`src/rtl/rca_pkg.sv`:
```
// Shared constants and types for the ripple-carry accumulator slice.
// Holds the FSM encoding, datapath width and default settle window.
package rca_pkg;

  localparam int RCA_WIDTH        = 4;
  localparam int TIMER_W          = 4;
  localparam int SETTLE_CYCLES_DEF = 2;

  typedef enum logic [1:0] {
    ST_IDLE   = 2'd0,
    ST_SETTLE = 2'd1,
    ST_HOLD   = 2'd2
  } state_t;

  // A subtract is done as a + ~b + 1, so a missing carry-out is the borrow.
  function automatic logic wrap_event(input logic is_sub, input logic cout);
    return is_sub ? ~cout : cout;
  endfunction

endpackage

```
`src/rtl/rca_accumulator_if.sv`:
```
// Operand/result handshake plus the external adder hookup for rca_accumulator.
// slave = the accumulator, master = whatever feeds it, consumes results and models the adder.
interface rca_accumulator_if #(
  parameter int OVF_W = 8
);
  import rca_pkg::*;

  logic                 in_valid;
  logic                 in_ready;
  logic [RCA_WIDTH-1:0] in_data;
  logic                 in_sub;
  logic [RCA_WIDTH-1:0] add_a;
  logic [RCA_WIDTH-1:0] add_b;
  logic                 add_cin;
  logic [RCA_WIDTH-1:0] add_s;
  logic                 add_cout;
  logic                 out_valid;
  logic                 out_ready;
  logic [RCA_WIDTH-1:0] acc;
  logic                 out_carry;
  logic [OVF_W-1:0]     ovf_count;

  modport slave (
    input  in_valid, in_data, in_sub, add_s, add_cout, out_ready,
    output in_ready, add_a, add_b, add_cin, out_valid, acc, out_carry, ovf_count
  );

  modport master (
    output in_valid, in_data, in_sub, add_s, add_cout, out_ready,
    input  in_ready, add_a, add_b, add_cin, out_valid, acc, out_carry, ovf_count
  );

endinterface

```
`src/rtl/rca_accumulator_settle_timer.sv`:
```
// settle_timer: loadable down-counter with zero flag; load takes effect next edge.
// No backpressure; decrement stops at zero, clr has priority over load.
module settle_timer
  import rca_pkg::*;
(
  input  logic               clk,
  input  logic               reset,
  input  logic               clr,
  input  logic               load,
  input  logic [TIMER_W-1:0] load_val,
  input  logic               dec,
  output logic               zero
);

  logic [TIMER_W-1:0] cnt_q;

  always_ff @(posedge clk) begin
    if (reset || clr) begin
      cnt_q <= '0;
    end else if (load) begin
      cnt_q <= load_val;
    end else if (dec && (cnt_q != '0)) begin
      cnt_q <= cnt_q - TIMER_W'(1);
    end
  end

  assign zero = (cnt_q == '0);

endmodule

```
`src/rtl/rca_accumulator.sv`:
```
// Accumulator around an external 4-bit ripple adder: launch, wait SETTLE_CYCLES, capture.
// Result is held in HOLD until out_ready; in_ready only in IDLE, so one op per SETTLE_CYCLES+1 at best.
module rca_accumulator
  import rca_pkg::*;
#(
  parameter int SETTLE_CYCLES = SETTLE_CYCLES_DEF,
  parameter int OVF_W         = 8
) (
  input  logic               clk,
  input  logic               reset,
  input  logic               clear,
  rca_accumulator_if.slave   bus
);

  state_t state_q, state_d;

  logic [RCA_WIDTH-1:0] add_a_q, add_b_q, acc_q;
  logic                 add_cin_q, out_carry_q, op_sub_q;
  logic [OVF_W-1:0]     ovf_q;
  logic                 accept, capture, timer_zero;
  logic                 in_ready_c, out_valid_c;

  // clear shares the reset path for every register, so it overrides any handshake.
  always_ff @(posedge clk) begin
    if (reset || clear) begin
      state_q <= ST_IDLE;
    end else begin
      state_q <= state_d;
    end
  end

  always_comb begin
    state_d     = state_q;
    in_ready_c  = 1'b0;
    out_valid_c = 1'b0;
    accept      = 1'b0;
    capture     = 1'b0;
    case (state_q)
      ST_IDLE: begin
        in_ready_c = 1'b1;
        if (bus.in_valid) begin
          accept  = 1'b1;
          state_d = ST_SETTLE;
        end
      end
      ST_SETTLE: begin
        if (timer_zero) begin
          capture = 1'b1;
          state_d = ST_HOLD;
        end
      end
      ST_HOLD: begin
        out_valid_c = 1'b1;
        if (bus.out_ready) begin
          state_d = ST_IDLE;
        end
      end
      default: begin
        state_d = ST_IDLE;
      end
    endcase
  end

  settle_timer u_settle_timer (
    .clk      (clk),
    .reset    (reset),
    .clr      (clear),
    .load     (accept),
    .load_val (TIMER_W'(SETTLE_CYCLES - 1)),
    .dec      (state_q == ST_SETTLE),
    .zero     (timer_zero)
  );

  always_ff @(posedge clk) begin
    if (reset || clear) begin
      add_a_q     <= '0;
      add_b_q     <= '0;
      add_cin_q   <= 1'b0;
      op_sub_q    <= 1'b0;
      acc_q       <= '0;
      out_carry_q <= 1'b0;
      ovf_q       <= '0;
    end else begin
      if (accept) begin
        add_a_q   <= acc_q;
        add_b_q   <= bus.in_sub ? ~bus.in_data : bus.in_data;
        add_cin_q <= bus.in_sub;
        op_sub_q  <= bus.in_sub;
      end
      if (capture) begin
        acc_q       <= bus.add_s;
        out_carry_q <= bus.add_cout;
        if (wrap_event(op_sub_q, bus.add_cout) && (ovf_q != '1)) begin
          ovf_q <= ovf_q + OVF_W'(1);
        end
      end
    end
  end

  assign bus.in_ready  = in_ready_c;
  assign bus.out_valid = out_valid_c;
  assign bus.add_a     = add_a_q;
  assign bus.add_b     = add_b_q;
  assign bus.add_cin   = add_cin_q;
  assign bus.acc       = acc_q;
  assign bus.out_carry = out_carry_q;
  assign bus.ovf_count = ovf_q;

endmodule

```
`src/flat_wrapper.sv`:
```
// flat-port wrapper written by rule: the top's interface ports become plain ports
module rca_accumulator_flat import rca_pkg::*;
#(
  parameter int SETTLE_CYCLES = SETTLE_CYCLES_DEF,
  parameter int OVF_W         = 8
)
  (clk, reset, clear, bus_in_valid, bus_in_data, bus_in_sub, bus_add_s, bus_add_cout, bus_out_ready, bus_in_ready, bus_add_a, bus_add_b, bus_add_cin, bus_out_valid, bus_acc, bus_out_carry, bus_ovf_count);
  rca_accumulator_if #(.OVF_W(OVF_W)) bus_i ();
  input  logic clk;
  input  logic reset;
  input  logic clear;
  input wire logic [$bits(bus_i.in_valid)-1:0] bus_in_valid;
  input wire logic [$bits(bus_i.in_data)-1:0] bus_in_data;
  input wire logic [$bits(bus_i.in_sub)-1:0] bus_in_sub;
  input wire logic [$bits(bus_i.add_s)-1:0] bus_add_s;
  input wire logic [$bits(bus_i.add_cout)-1:0] bus_add_cout;
  input wire logic [$bits(bus_i.out_ready)-1:0] bus_out_ready;
  output wire logic [$bits(bus_i.in_ready)-1:0] bus_in_ready;
  output wire logic [$bits(bus_i.add_a)-1:0] bus_add_a;
  output wire logic [$bits(bus_i.add_b)-1:0] bus_add_b;
  output wire logic [$bits(bus_i.add_cin)-1:0] bus_add_cin;
  output wire logic [$bits(bus_i.out_valid)-1:0] bus_out_valid;
  output wire logic [$bits(bus_i.acc)-1:0] bus_acc;
  output wire logic [$bits(bus_i.out_carry)-1:0] bus_out_carry;
  output wire logic [$bits(bus_i.ovf_count)-1:0] bus_ovf_count;
  assign bus_i.in_valid = bus_in_valid;
  assign bus_i.in_data = bus_in_data;
  assign bus_i.in_sub = bus_in_sub;
  assign bus_i.add_s = bus_add_s;
  assign bus_i.add_cout = bus_add_cout;
  assign bus_i.out_ready = bus_out_ready;
  assign bus_in_ready = bus_i.in_ready;
  assign bus_add_a = bus_i.add_a;
  assign bus_add_b = bus_i.add_b;
  assign bus_add_cin = bus_i.add_cin;
  assign bus_out_valid = bus_i.out_valid;
  assign bus_acc = bus_i.acc;
  assign bus_out_carry = bus_i.out_carry;
  assign bus_ovf_count = bus_i.ovf_count;
  rca_accumulator #(.SETTLE_CYCLES(SETTLE_CYCLES), .OVF_W(OVF_W)) u_core (.clk(clk), .reset(reset), .clear(clear), .bus(bus_i));
endmodule
```
`config.mk`:
```
export PLATFORM = sky130hd
export DESIGN_NAME = rca_accumulator_flat
export DESIGN_NICKNAME = d
export VERILOG_FILES = /design/src/rtl/rca_pkg.sv /design/src/rtl/rca_accumulator_if.sv /design/src/rtl/rca_accumulator_settle_timer.sv /design/src/rtl/rca_accumulator.sv /design/src/flat_wrapper.sv
export SDC_FILE = /design/constraint.sdc
export NUM_CORES = 1
export LEC_CHECK = 0
export CAP_MARGIN = 10
export CORE_MARGIN = 3
export CORE_UTILIZATION = 35
export CTS_CLUSTER_DIAMETER = 120
export DETAILED_ROUTE_END_ITERATION = 10
export PLACE_DENSITY = 0.71
export SYNTH_ARGS = -nofsm -noshare
export SYNTH_HDL_FRONTEND = slang
export SYNTH_SLANG_ARGS = --single-unit
```
`constraint.sdc`:
```
create_clock -name clk -period 2 [get_ports clk]
set_input_delay 0.4 -clock clk [delete_from_list [all_inputs] [get_ports clk]]
set_output_delay 0.4 -clock clk [all_outputs]
set_load 0.05 [all_outputs]
```
Word level (Yosys, flattened, before mapping)
Cells that the tools add are included.
- add/subtract/negate cells: 2
- $mul: 0
- div/mod/pow operators: 0
- $lt $le $gt $ge: 0
- equal/unequal tests: 6
- shifts and indexed selects: 0
- mux-type cells: 14
- bitwise operators: 2
- reduce and logical (&&, ||, !) cells: 10
- operator list (kind ; number):
    $mux W1 ; 9
    $add A8 B1 Y8 const B ; 1
    $ne A8 B8 Y1 const B ; 1
    $mux W2 ; 3
    $pmux W2 S3 ; 1
    $logic_not A4 Y1 ; 1
    $mux W4 ; 1
    $ne A2 B2 Y1 const B ; 2
    $not A4 Y4 ; 1
    $reduce_bool A4 Y1 ; 1
    $sub A4 B1 Y4 const B ; 1
    $reduce_and A3 Y1 ; 1
    $eq A2 B1 Y1 const B ; 1
    $eq A2 B2 Y1 const B ; 1
    $logic_and A1 B1 Y1 ; 2
    $logic_not A2 Y1 ; 1
    $ne A2 B1 Y1 const B ; 1
    $reduce_and A2 Y1 ; 1
    $reduce_bool A2 Y1 ; 1
    $reduce_or A2 Y1 ; 1
    $logic_or A1 B1 Y1 ; 1
    $not A1 Y1 ; 1
- bits in registers: 28
- latch bits: 0
- RAM bits: 0
- bits in read-only memories: 0
- input port bits: 15
- logic and storage cells: 43
- memories kept: 0

Logic depth before layout (Yosys ltp)
- depth after elaboration: 4
- depth in mapped cells: 7
- mapped depth without buffers: 6

Modules after synthesis
Synthesis repeated with hierarchy kept, for this count alone.
- cell total of the unflattened synthesis: 153
- area, all modules: 1290.0 sq um
- by module, submodules not included (module ; times used ; cells each ; area an instance (sq um)):
    rca_accumulator ; 1 ; 122 ; 1031.0
    settle_timer ; 1 ; 31 ; 259.0

Least setup slack after synthesis
Ideal clock, no wire load.
- kind: register to register
- start: reg u_core.ovf_q[0] (netlist: u_core.bus.ovf_count[0])
- end: reg u_core.ovf_q[6] (netlist: u_core.bus.ovf_count[6])
- library setup time: 0.116 ns
- arrival: 1.800 ns
- required time: 1.884 ns
- path slack: 0.084 ns
- stages on the path, launching flop included: 6
- path buffers: 0
- period minus slack after synthesis: 1.916 ns
- path through: dfxtp_1 ha_1 nand3_1 nand2b_1 or4b_1 o211a_1
- word-level cells in the longest chain between the ends: 3
- elaborated cells between the ends (all ways): 4
- those cells by class: add/sub: 1; eq/ne: 1; reduce/logical: 2
- RTL lines (what ; line ; source):
    start, declared ; rca_accumulator.sv:19 ; logic [OVF_W-1:0] ovf_q;
    start signal, assigned ; rca_accumulator.sv:94 ; ovf_q <= ovf_q + OVF_W'(1);
    parallel branches: the longest is 3 deep, another holds $add A8 B1 Y8 ; - ;
Several ways; the timed one is not identified.
A chain may end at the register's enable or synchronous reset.

Final worst setup path
- start: reg u_core.acc_q[2] (netlist: u_core.bus.acc[2])
- end: out bus_acc[2]
- RTL lines (what ; line ; source):
    start, declared ; rca_accumulator.sv:17 ; logic [RCA_WIDTH-1:0] add_a_q, add_b_q, acc_q;
    start signal, assigned ; rca_accumulator.sv:91 ; acc_q <= bus.add_s;
    end, declared ; flat_wrapper.sv:23 ; output wire logic [$bits(bus_i.acc)-1:0] bus_acc;
No word-level cell between the ends.

==> results.yml <==
floorplan:
  die_h_um: 65.3
  ioPinCount: 39
  die_w_um: 65.3
  initial_core_util: 0.384
  die_area_um2: 4260
  core_um2: 3200
  num_rows: 20
sta:
  final-setup-viol-count: 0
  layout_setup_ws_ns: 0.0782
  period_share: 0.961
  period_needed_ns: 1.92
  finalSetupTns_ns: 0
  final_hold_viol_count: 0
  fin_skew_ns: 0.00410
  worstMarginPinSlew_ns: 0.620
  rsz0062_at_grt: "false"
  fmax_ghz: 0.520
  finalMaxSlewViolations: 0
  slew_headroom: 0.585
  whs_ns: 0.471
synth:
  syn_area_per_cell_um2: 8.53
  synthFlopType: "dfxtp_1"
  synthArstFlopShare: 0
  syn_nets: 161
  synth_top_area_frac: 0.456
  synth.yosys.seq_area_share: 0.456
  yosysMostFrequentCell: "dfxtp_1"
  synth-edff-count: 0
  syn_inst: 144
  ys_seq_elements: 28
  ys_types: 31
  netlist_top_cells_count: "28 x dfxtp_1, 18 x nand2_1, 17 x a21oi_1"
  yosys_warnings: 0
  yosys-top-cells-area: "dfxtp_1 46%, a21oi_1 6.9%, nand2_1 5.5%"
  synth_top_cell_by_area: "dfxtp_1"
  syn_area_um2: 1230
detailed_routing:
  via_count: 1166
  drc: 0
  dr.pass1.iters: 4
  wl_um: 2990
  wl_per_cell_um: 13.2
  ant_nets: 0
  viasPerCell: 5.14
  drtIter0Drc: 44
clock_tree:
  numClockSinks: 28
  cts-hold-fix-buffers: 0
  cts.htree.levels: 1
  cts_inserted_buffers: 3
  insertion_delay_ns: 0.32
  root_buffer: "clkbuf_4"
  clockBufferDepth: 2
  cts_tree: "built"
  cts_resized: 2
  cts.clk_slew.worst_paths_ns: 0.14
  post-cts-setup-buffer-count: 0
setup_path:
  crit_arrival_ns: 1.52
  start_kind: "flop"
  cp_cell_sequence: "clkdlybuf4s50_1"
  worstPathRequired_ns: 1.60
  cp_max_fo: 3
  cp_num_buf_inv: 1
  crit_type: "reg -> out"
  slowest_delay_ns: 0.82
  slowest_stage: "clkdlybuf4s50_1"
  path_delay_family: "buffers and inverters"
  endpoint_kind: "output pin"
status:
  outcome: "completed"
pwr:
  total_leakage_power_nw: 0.733
  powerDensity_nw_per_um2: 551
  vdd_drop_max_mv: 0.405
min_path:
  worst_hold_path_type: "reg -> reg"
place:
  io_buffers: 38
  placed_area_um2: 1670
  pre_cts_slack_ns: -0.148
  place_hpwl_um: 2300
  gp_congestion: 0.767
final_layout:
  finalNetCount: 202
  design_area_um2: 1710
  drive_above_1_share: 0.0874
  utilization: 0.535
  area_growth_pct: 39.4
  antennaDiodeCount: 0
global_route:
  grt_pass1_wl_um: 5050
  antenna_found_initial: 0
  overflow: 0
  grt_max_degree: 15
  first_global_vias: 1134
  track_usage: 0.149
job:
  maxCapViolCount: 0
[worst reg2reg max path: stages (launching register included)]
cell     delay (ns)
dfxtp_1        0.36
inv_1          0.07
ha_1           0.19
nor3b_4        0.23
nand3_2        0.19
or4_1          0.55
a21oi_1        0.17
[cell usage in the layout (no fill, tap or decap), drive strengths merged, types with 3 or more instances in the layout]
| master | count |
|---|---|
| inv | 3 |
| clkdlybuf4s50 | 26 |
| xnor2 | 5 |
| o31ai | 3 |
| clkbuf | 3 |
| nand3 | 11 |
| buf | 8 |
| or4 | 3 |
| nor2b | 3 |
| nor2 | 13 |
| a21oi | 17 |
| xor2 | 3 |
| dfxtp | 28 |
| and2 | 3 |
| a211oi | 5 |
| nand2 | 18 |
| dlymetal6s2s | 8 |
[layout make-up]
| class | count | area [µm²] |
|---|---|---|
| fillers | 321 | 1490 |
| repair buffers | 44 | 438 |
| well taps | 44 | 55.1 |
| inverters | 3 | 11.3 |
| flip-flops and latches | 28 | 561 |
| multi-input cells | 105 | 626 |
| clock buffers | 3 | 22.5 |
[routing by layer]
| layer | vias up | global-route usage | share of wire |
|---|---|---|---|
| li1 | 586 | - | - |
| met1 | 538 | 0.178 | 0.43 |
| met2 | 38 | 0.274 | 0.52 |
| met3 | 4 | 0.0274 | 0.043 |
| met4 | 0 | 0.0311 | 0.0090 |
| met5 | - | 0 | 0 |
[registers in the layout, summed over array words and instances (netlist names)]
register                     count
u_core.bus.ovf_count             8
u_core.bus.acc                   4
u_core.bus.add_a                 4
u_core.bus.add_b                 4
u_core.u_settle_timer.cnt_q      4
u_core.state_q                   2
u_core.bus.out_carry             1
u_core.op_sub_q                  1
[path summary, 6_finish.rpt]
path | to | slack [ns] | start | depth (start not counted)
worst min-delay path | u_core.bus.add_a[1] | 0.47 | u_core.bus.add_a[1] | 2
worst min register to register | u_core.bus.add_a[1] | 0.47 | u_core.bus.add_a[1] | 2
worst max-delay path | bus_acc[2] | 0.08 | u_core.bus.acc[2] | 1
worst max register to register | u_core.bus.ovf_count[3] | 0.19 | u_core.u_settle_timer.cnt_q[0] | 6
[through the flow]
step                instances  power, mW
floorplan                 144      0.669
global placement          224      0.730
detailed placement        224      0.733
CTS                       227      0.951
global route              227      0.986
finish                    227      0.943
[cell families after synthesis]
| logic type | after synthesis | share of synthesized area |
|---|---|---|
| AO/OA/AOI/OAI | 32 | 0.163 |
| AND/OR/NAND/NOR | 63 | 0.269 |
| XOR/XNOR | 8 | 0.0570 |
| adder cells (fa/ha/maj) | 2 | 0.0204 |
| buffers and inverters | 11 | 0.0346 |
| flip-flops | 28 | 0.456 |
[power breakdown]
part	total (mW)	internal, mW	switching, mW
clock network	0.224	0.0705	0.154
logic	0.146	0.0649	0.0809
registers	0.573	0.567	0.00627
total	0.943	0.702	0.241
No activity file was read; power rests on OpenSTA's default activity.
